<file path="src/rtl/ethernet_rx_drain_ctrl.sv">
// rtl/ethernet_rx_drain_ctrl.sv - drains received Ethernet packets from a packet buffer onto a valid/ready stream
//
// Purpose:
//    Waits for the receiver to present a complete packet, reads it out of the
//    packet buffer one word at a time, forwards each word as a stream beat
//    with a byte-valid mask, and finally pulses an acknowledge that releases
//    the packet back to the receiver.
//
// Optional feature:
//    ETH_RX_DRAIN_STAT_EN - when defined, adds drained_count_o, a 16-bit
//    wrapping count of packets released.
//
// Ports:
//    clk_i                sole clock, rising edge
//    reset_ni             asynchronous active-low reset
//    enable_i             allow a new packet to start draining
//    packet_avail_i       receiver holds a complete packet
//    packet_rsize_i       packet byte count, valid while packet_avail_i
//    packet_rvalid_o      buffer read strobe
//    packet_raddr_o       byte address of the word being read
//    packet_rdata_size_o  constant log2 of bytes per word
//    packet_rdata_i       read data, one cycle after the strobe
//    packet_ack_o         one-cycle pulse releasing the packet
//    m_data_o             stream data
//    m_keep_o             byte-valid mask, LSB first
//    m_last_o             final word of the packet
//    m_valid_o            stream valid
//    m_ready_i            stream ready
//    busy_o               a packet is in progress
//    drained_count_o      packets released (ETH_RX_DRAIN_STAT_EN only)

module ethernet_rx_drain_ctrl #(
   parameter  int data_width_p         = 32,
   parameter  int eth_mtu_p            = 2048,
   localparam int addr_width_lp        = $clog2(eth_mtu_p),
   localparam int packet_size_width_lp = $clog2(eth_mtu_p + 1),
   localparam int bytes_lp             = data_width_p / 8,
   localparam int size_field_width_lp  = 3
) (
   input  logic                            clk_i,
   input  logic                            reset_ni,
   input  logic                            enable_i,
   input  logic                            packet_avail_i,
   input  logic [packet_size_width_lp-1:0] packet_rsize_i,
   output logic                            packet_rvalid_o,
   output logic [addr_width_lp-1:0]        packet_raddr_o,
   output logic [size_field_width_lp-1:0]  packet_rdata_size_o,
   input  logic [data_width_p-1:0]         packet_rdata_i,
   output logic                            packet_ack_o,
   output logic [data_width_p-1:0]         m_data_o,
   output logic [bytes_lp-1:0]             m_keep_o,
   output logic                            m_last_o,
   output logic                            m_valid_o,
   input  logic                            m_ready_i,
   output logic                            busy_o
`ifdef ETH_RX_DRAIN_STAT_EN
   ,
   output logic [15:0]                     drained_count_o
`endif
);

   localparam int lg_bytes_lp    = $clog2(bytes_lp);
   // Word index only needs enough bits to address every word of an MTU packet.
   localparam int ptr_width_lp   = addr_width_lp - lg_bytes_lp;
   // One extra bit so the round-up in the word count cannot overflow.
   localparam int count_width_lp = packet_size_width_lp + 1;

   localparam logic [packet_size_width_lp-1:0] mtu_lp = packet_size_width_lp'(eth_mtu_p);

   typedef enum logic [2:0] {
      S_IDLE,
      S_READ,
      S_CAPTURE,
      S_SEND,
      S_ACK
   } state_t;

   state_t                          r_state;
   state_t                          w_next_state;
   logic [packet_size_width_lp-1:0] r_rsize;
   logic [ptr_width_lp-1:0]         r_ptr;
   logic [data_width_p-1:0]         r_data;

   logic                            w_start;
   logic [packet_size_width_lp-1:0] w_rsize_clamped;
   logic [count_width_lp-1:0]       w_count;
   logic                            w_is_last;
   logic [lg_bytes_lp-1:0]          w_rem;
   logic [bytes_lp-1:0]             w_last_keep;
   logic [bytes_lp-1:0]             w_keep;
   logic                            w_handshake;

   assign packet_rdata_size_o = size_field_width_lp'(lg_bytes_lp);

   assign w_start         = (r_state == S_IDLE) & enable_i & packet_avail_i;
   assign w_rsize_clamped = (packet_rsize_i > mtu_lp) ? mtu_lp : packet_rsize_i;

   // ceil(rsize / bytes) computed as (rsize + bytes - 1) >> log2(bytes).
   assign w_count   = ({1'b0, r_rsize} + count_width_lp'(bytes_lp - 1)) >> lg_bytes_lp;
   assign w_is_last = (count_width_lp'(r_ptr) == (w_count - count_width_lp'(1)));

   // A zero remainder means the last word is completely filled.
   assign w_rem       = r_rsize[lg_bytes_lp-1:0];
   assign w_last_keep = (w_rem == '0) ? {bytes_lp{1'b1}} : ~({bytes_lp{1'b1}} << w_rem);
   assign w_keep      = w_is_last ? w_last_keep : {bytes_lp{1'b1}};

   assign w_handshake = (r_state == S_SEND) & m_ready_i;

   // State register
   always_ff @(posedge clk_i or negedge reset_ni) begin
      if (!reset_ni) begin
         r_state <= S_IDLE;
      end else begin
         r_state <= w_next_state;
      end
   end

   // Next-state logic
   always_comb begin
      w_next_state = r_state;
      case (r_state)
         S_IDLE: begin
            if (w_start) begin
               w_next_state = (w_rsize_clamped == '0) ? S_ACK : S_READ;
            end
         end
         S_READ:    w_next_state = S_CAPTURE;
         S_CAPTURE: w_next_state = S_SEND;
         S_SEND: begin
            if (w_handshake) begin
               w_next_state = w_is_last ? S_ACK : S_READ;
            end
         end
         S_ACK:     w_next_state = S_IDLE;
         default:   w_next_state = S_IDLE;
      endcase
   end

   // Packet size, word pointer and the captured read word
   always_ff @(posedge clk_i or negedge reset_ni) begin
      if (!reset_ni) begin
         r_rsize <= '0;
         r_ptr   <= '0;
         r_data  <= '0;
      end else begin
         if (w_start) begin
            r_rsize <= w_rsize_clamped;
            r_ptr   <= '0;
         end
         if (r_state == S_CAPTURE) begin
            r_data <= packet_rdata_i;
         end
         if (w_handshake && !w_is_last) begin
            r_ptr <= r_ptr + ptr_width_lp'(1);
         end
      end
   end

   // Output logic: everything idles at zero outside the state that drives it.
   always_comb begin
      packet_rvalid_o = 1'b0;
      packet_raddr_o  = '0;
      packet_ack_o    = 1'b0;
      m_data_o        = '0;
      m_keep_o        = '0;
      m_last_o        = 1'b0;
      m_valid_o       = 1'b0;
      busy_o          = (r_state != S_IDLE);
      case (r_state)
         S_READ: begin
            packet_rvalid_o = 1'b1;
            packet_raddr_o  = {r_ptr, {lg_bytes_lp{1'b0}}};
         end
         S_SEND: begin
            m_valid_o = 1'b1;
            m_data_o  = r_data;
            m_keep_o  = w_keep;
            m_last_o  = w_is_last;
         end
         S_ACK: begin
            packet_ack_o = 1'b1;
         end
         default: begin
         end
      endcase
   end

`ifdef ETH_RX_DRAIN_STAT_EN
   logic [15:0] r_drained_count;

   always_ff @(posedge clk_i or negedge reset_ni) begin
      if (!reset_ni) begin
         r_drained_count <= '0;
      end else if (r_state == S_ACK) begin
         r_drained_count <= r_drained_count + 16'd1;
      end
   end

   assign drained_count_o = r_drained_count;
`endif

   // The buffer must never be read or released while no packet is held.
   a_strobe_needs_packet : assert property (
      @(posedge clk_i) disable iff (!reset_ni)
         (packet_rvalid_o | packet_ack_o) |-> packet_avail_i
   );

endmodule

</file>
<file path="config.mk">
export PLATFORM = sky130hd
export DESIGN_NAME = ethernet_rx_drain_ctrl
export DESIGN_NICKNAME = d
export VERILOG_FILES = /design/src/rtl/ethernet_rx_drain_ctrl.sv
export SDC_FILE = /design/constraint.sdc
export NUM_CORES = 1
export LEC_CHECK = 0
export BUFFER_PORTS_ARGS = -buffer_cell sky130_fd_sc_hd__buf_2
export CAP_MARGIN = 30
export CORE_ASPECT_RATIO = 1.75
export CORE_MARGIN = 3
export CORE_UTILIZATION = 35
export DETAILED_ROUTE_END_ITERATION = 7
export PLACE_DENSITY_LB_ADDON = 0.05
export SLEW_MARGIN = 20
export SYNTH_ARGS = -nofsm -noshare
export SYNTH_HDL_FRONTEND = slang
export SYNTH_SLANG_ARGS = --single-unit
export TNS_END_PERCENT = 5
</file>
<file path="constraint.sdc">
create_clock -name clk_i -period 9 [get_ports clk_i]
set_clock_uncertainty 0.05 [all_clocks]
set_input_delay 0 -clock clk_i [delete_from_list [all_inputs] [get_ports clk_i]]
set_output_delay 0 -clock clk_i [all_outputs]
set_load 0.005 [all_outputs]
</file>
# == Yosys cells after proc, flatten, opt, wreduce, memory -nomap -nowiden ==
# Index checks and enable logic that the tools add are counted.
# word_totals
regBits,56
in_bits,49
elab_cells,45
# classes
add_sub_neg,3
n_lt_le_gt_ge,1
eq_ne,7
shift,1
mux,17
bitwise,4
n_reduce_logical,8
# ops
operator,n
2-to-1 mux 32 bit,1
2-to-1 mux 9 bit,2
adder 12 x 2 -> 13 bit (second input constant),1
equality test 9 x 13 -> 1 bit,1
greater-than comparator 12 bit (second input constant),1
zero test 12 bit,1
2-to-1 mux 12 bit,1
2-to-1 mux 3 bit,4
2-to-1 mux 4 bit,3
one-hot mux 3 bit (4 select lines),1
subtractor 11 x 1 -> 12 bit (second input constant),1
2-to-1 mux 11 bit,1
adder 9 x 1 -> 9 bit (second input constant),1
equality test 3 x 2 -> 1 bit (second input constant),2
2-to-1 mux 1 bit,4
inequality test 2 bit (second input constant),2
inverter 4 bit,1
<< shifter 4 x 2 -> 4 bit (first input constant),1
bitwise AND 1 bit,3
equality test 3 x 1 -> 1 bit (second input constant),1
equality test 3 bit (second input constant),1
zero test 3 bit,1
nonzero test 3 bit,1
zero test 2 bit,1
other kinds (4),4

# == Logic depth before layout (Yosys ltp) ==
# depth
ltp_word,6
ltp_mapped,16
mapped_depth_nobuf,14

# == Worst setup path before layout ==
# OpenSTA, ideal clock, no wires.
# synth_path
path_kind,reg-to-reg
from,register r_rsize[0]
to,register r_ptr[2]
arrival_time_ns,3.226
required_time_ns,8.830
path_slack_ns,5.604
stages_incl_launch_ff,14
n_path_buf,2
period_less_slack_ns,3.396
path_cell_list,dfrtp_1 -> buf_2 -> inv_1 -> ha_1 -> and4b_1 -> and2_1 -> a31oi_1 -> or3_4 -> and3b_1 -> or4_4 -> and4b_4 -> or2_1 -> buf_6 -> a31o_1
# synth_via
elab_chain_len,6
# synth_rtl
item,line,rtl
"start, declared",80,logic [packet_size_width_lp-1:0] r_rsize;
"start signal, assigned",147,r_rsize <= w_rsize_clamped;
adder 12 x 2 -> 13 bit *,99,"assign w_count = ({1'b0, r_rsize} + count_width_lp'(bytes_lp - 1)) >> lg_bytes_lp;"
subtractor 11 x 1 -> 12 bit *,100,assign w_is_last = (count_width_lp'(r_ptr) == (w_count - count_width_lp'(1)));
equality test 9 x 13 -> 1 bit *,100,
zero test 1 bit *,153,if (w_handshake && !w_is_last) begin
logical AND 1 bit *,153,
2-to-1 mux 9 bit / nonzero test 2 bit (equally long branches),--,
"end signal, assigned",154,r_ptr <= r_ptr + ptr_width_lp'(1);
"end, declared",81,logic [ptr_width_lp-1:0] r_ptr;
# Mark *: on every way between the ends. The rest lies on a longest branch, timed or not.
# A chain may end at the register's enable or synchronous reset.

# == Worst setup path after layout ==
# layout_path
from,register r_rsize[0]
to,output port m_keep_o[2]
# layout_via
elab_chain_len,5
# layout_rtl
item,line,rtl
adder 12 x 2 -> 13 bit / << shifter 4 x 2 -> 4 bit (equally long branches),"99, 104",
subtractor 11 x 1 -> 12 bit / inverter 4 bit (equally long branches),"100, 104",
equality test 9 x 13 -> 1 bit / 2-to-1 mux 4 bit (equally long branches),"100, 104",
2-to-1 mux 4 bit *,105,assign w_keep = w_is_last ? w_last_keep : {bytes_lp{1'b1}};
2-to-1 mux 4 bit *,169,case (r_state)
"end, declared",51,"output logic [bytes_lp-1:0] m_keep_o,"
# Marked as above.

==> flow_results.org <==
** Outcome
- The run finished with clean final reports.

** Yosys
- Counting every instance in the synthesized netlist gives between 300 and 400.
- Mean area per synthesized cell :: 10.07 µm²
- Synth async-reset ratio :: 1.000
- Counting distinct cell types in the post-synthesis netlist gives 62.
- Warning count from the yosys run :: 0
- The synthesized design contains 0 enable-type register cells.
- The synthesized netlist occupies a cell area of 0.003555 mm².
- Among all flip-flop cells after synthesis, the most frequent one is sky130_fd_sc_hd__dfrtp_1.
- Of the synthesized area, sequential elements account for 0.3942.
- Synthesis inferred 56 register bits.

** Timing
- Final hold slack :: 15.94 ps
- Setup violations remaining at the end of the flow were counted as 0.
- For this run, the top clock speed supported by timing is between 200 and 300 MHz.
- Setup tns final :: 0 ps
- In the finished design, the share of the clock period the worst path needs comes to 0.4218.
- Final period demand of the worst path :: between 3000 and 4000 ps
- Setup repair after global routing left no endpoint under its margin.
- The hold violation total from the final report is 0.
- Setup WS post-layout :: 5204 ps
- Headroom to the max-slew limit came out at 0.5222.
- Final-report max-slew violation count :: 0
- At the pin with the least slew margin, the transition time is 716.7 ps.

** Clock tree
- Num CTS Buffers :: 5
- Sink Count :: 56
- Number of resized instances in the post-cts repair step :: 0
- After clock tree synthesis, the flow added hold-fix buffers numbering 47.
- The clock passes through at most 2 buffers.
- Post-CTS timing repair inserted 0 buffers for setup.
- After clock tree synthesis, the clock-pin slew on the worst setup and hold paths is around 70 ps.
- The clock reaches the later pin of the worst-skew pair after 290 ps.
- Clock tree from TritonCTS :: yes
- Master cell of the clock root buffer :: sky130_fd_sc_hd__clkbuf_16
- H-tree depth :: 2

** Pwr
- In this run the static leakage power is ~0.0021 µW.
- The worst-case IR drop observed on VDD is approximately 0.18 mV.
- Total power divided by cell area :: 337.1 mW/mm²

** Critical path
- STA puts the critical path data required time at 8950 ps.
- Crit path capture type :: primary output
- In this run the worst path has a maximum fanout of 12.
- The startpoint identified for the worst register-to-register timing path is r_rsize[0].
- Category of the critical setup timing path :: reg -> out
- The worst setup path is launched from a register.
- Setup slack, reg-to-reg :: 5260 ps
- The endpoint identified for the worst register-to-register timing path is r_ptr[6].
- R2r worst-path depth :: 11
- Arrival time at the worst endpoint :: 3750 ps

** Finish
- Fill cell count :: about 960
- Leading cell type in the layout, fill and taps excluded :: sky130_fd_sc_hd__buf_2
- Fraction of final layout cells with drive strength greater than 1 :: 0.3195
- For this run, the number of standard cells in the final layout without fillers is roughly 600.
- Antenna cell count :: 0
- Top library cells by usage in the layout, fill and taps aside :: sky130_fd_sc_hd__buf_2, sky130_fd_sc_hd__dfrtp_1, sky130_fd_sc_hd__dlygate4sd3_1
- Number of nets in the final layout :: 535
- Area delta synth->final :: 32.42%
- Post-layout instance area :: 0.004707 mm²

** Floorplan
- Initial standard-cell utilization of the core :: 0.3587
- During I/O placement, the number of pins put on the boundary was 104.
- Placement Rows :: 48
- The die covers 0.01145 mm².
- Placeable Area :: 0.009910 mm²
- The die is between 80 and 90 µm wide.
- Vertical extent of the die :: around 140 µm

** Drt
- Wires add up to 9.669 mm.
- Before antenna repair, the detailed router went through 4 iterations.
- Dividing the detail-routed wire length by the instance count gives 15.93 µm.
- In the routed layout, each cell is associated on average with a via count of 5.058.
- The count of nets left with antenna violations once routing finished came out at 0.
- In the routed design, unresolved DRC markers number 0.
- Via Count :: 3,070
- DRC marker count from the first detailed-route iteration :: roughly 180

** Placement
- After detailed placement, the design holds a cell count of between 500 and 600.
- Detail Placement HPWL :: 7.004 mm
- During placement, the flow inserted port buffers numbering between 90 and 100.
- Routability-driven placement finished with a final weighted congestion of 0.8132.
- Post-place instance area :: between 0.004 and 0.005 mm²
- Worst setup slack after placement :: 5291 ps

** Global route
- Entering global routing, the biggest net connects 57 pins.
- The number of antenna violations at the first check in global routing came to 0.
- Global routing finished with a remaining overflow of 0.
- First-pass GRT wire length :: 16.20 mm
- Across every metal layer, demand over resource in global routing totals 0.1820.
- Number of global-route vias before repair :: ~3,200

** Min path
- Worst hold path class :: in -> reg
- Worst-case hold path end point :: r_state[2]
- Count of cells along the worst hold path :: 3
- In this run the most critical hold path is launched from packet_avail_i.

** Run
- The tool flagged a number of max-cap violations equal to 0.
[flip-flops by register name, indices dropped and copies added (netlist names)]
register / count
r_data: 32
r_ptr: 9
r_state: 3
r_rsize: 12
[through the flow]
stage	util	power, µW
finish	0.4750	1587
global route	0.4750	1725
detailed placement	0.4124	1388
floorplan	-	1114
global placement	0.4096	1363
CTS	0.4745	1606
[critical path, cell delays in order (launching register included)]
cell	delay, ps
sky130_fd_sc_hd__dfrtp_1	510
sky130_fd_sc_hd__inv_1	110
sky130_fd_sc_hd__ha_1	290
sky130_fd_sc_hd__and4b_1	340
sky130_fd_sc_hd__and2_1	190
sky130_fd_sc_hd__a31oi_1	130
sky130_fd_sc_hd__or3_4	430
sky130_fd_sc_hd__and3b_1	170
sky130_fd_sc_hd__or4_4	510
sky130_fd_sc_hd__and4b_4	260
sky130_fd_sc_hd__a21oi_1	330
sky130_fd_sc_hd__buf_2	180
[per-layer routing]
layer | up-vias | wire (µm) | GRT usage
li1 | 1498 | - | -
met1 | 1459 | 3505 | 0.1983
met2 | 92 | 5347 | 0.3266
met3 | 21 | 421 | 0.02979
met4 | 0 | 395 | 0.08757
met5 | - | 0 | 0
[cells by family (layout without fill, tap and decap cells)]
family | Yosys count | after routing | synth area share
compound gates | 60 | 60 | 0.1225
xor+xnor | 25 | 25 | 0.07146
fa+ha+maj | 5 | 5 | 0.01760
buf+inv | 39 | 165 | 0.05843
flops | 56 | 56 | 0.3942
mux | 37 | 37 | 0.1162
other cells | 2 | 5 | 0.002113
simple gates | 129 | 129 | 0.2175
[power breakdown]
part / internal, µW / total (µW) / leakage (µW) / switching (µW)
logic: 471 / 893 / 0.00135 / 422
clock network: 104 / 194 / 0.0000671 / 90.1
registers: 368 / 500 / 0.000688 / 131
[worst max path at each step]
| stage | cells after the start | startpoint | slack [ps] | to |
|---|---|---|---|---|
| final | 11 | r_rsize[0] | 5200 | m_keep_o[2] |
| after global routing | 14 | r_rsize[1] | 4970 | r_state[2] |
| after CTS | 11 | r_rsize[0] | 5210 | m_keep_o[2] |
| after detailed placement | 11 | r_rsize[0] | 5290 | r_ptr[6] |
| after global placement | 11 | r_rsize[0] | 5360 | r_ptr[5] |
| after floorplan | 13 | r_rsize[0] | 5600 | r_ptr[2] |
[synthesized netlist by cell type (2+ instances only)]
cell / number / share of area
sky130_fd_sc_hd__a211oi_1: 3 / 0.0063
sky130_fd_sc_hd__a21oi_1: 8 / 0.011
sky130_fd_sc_hd__a22o_1: 7 / 0.017
sky130_fd_sc_hd__a31o_1: 3 / 0.0074
sky130_fd_sc_hd__a31oi_1: 2 / 0.0035
sky130_fd_sc_hd__and2_1: 43 / 0.076
sky130_fd_sc_hd__and3_1: 4 / 0.0070
sky130_fd_sc_hd__and3b_1: 3 / 0.0074
sky130_fd_sc_hd__buf_2: 4 / 0.0056
sky130_fd_sc_hd__buf_4: 7 / 0.015
sky130_fd_sc_hd__buf_6: 4 / 0.013
sky130_fd_sc_hd__clkbuf_1: 14 / 0.015
sky130_fd_sc_hd__conb_1: 2 / 0.0021
sky130_fd_sc_hd__dfrtp_1: 56 / 0.39
sky130_fd_sc_hd__ha_1: 5 / 0.018
sky130_fd_sc_hd__inv_1: 9 / 0.0095
sky130_fd_sc_hd__mux2_2: 34 / 0.11
sky130_fd_sc_hd__mux2i_1: 3 / 0.0084
sky130_fd_sc_hd__nand2_1: 11 / 0.012
sky130_fd_sc_hd__nand2b_1: 8 / 0.014
sky130_fd_sc_hd__nand3_1: 8 / 0.011
sky130_fd_sc_hd__nand3b_1: 3 / 0.0063
sky130_fd_sc_hd__nand4_1: 4 / 0.0070
sky130_fd_sc_hd__nor2_1: 12 / 0.013
sky130_fd_sc_hd__nor3_1: 11 / 0.015
sky130_fd_sc_hd__nor3b_1: 2 / 0.0042
sky130_fd_sc_hd__nor4_1: 5 / 0.0088
sky130_fd_sc_hd__o211ai_1: 4 / 0.0084
sky130_fd_sc_hd__o21ai_0: 9 / 0.013
sky130_fd_sc_hd__o21ai_1: 5 / 0.0070
sky130_fd_sc_hd__o21bai_1: 2 / 0.0042
sky130_fd_sc_hd__o22ai_1: 3 / 0.0053
sky130_fd_sc_hd__o31ai_1: 2 / 0.0042
sky130_fd_sc_hd__or3_1: 4 / 0.0070
sky130_fd_sc_hd__xnor2_1: 15 / 0.037
sky130_fd_sc_hd__xnor3_1: 2 / 0.013
sky130_fd_sc_hd__xor2_1: 7 / 0.017
[final cells by class]
class                      instances  area [µm²]  area share
clock buffer                       6       128.9     0.02738
clock inverter                     2       16.27    0.003456
inverter                           9       33.78    0.007177
multi-input combinational        261        1967      0.4179
sequential                        56        1401      0.2977
tap                              125       156.4     0.03323
timing repair buffer             148        1003      0.2132
Power figures use the tool's default switching activity.
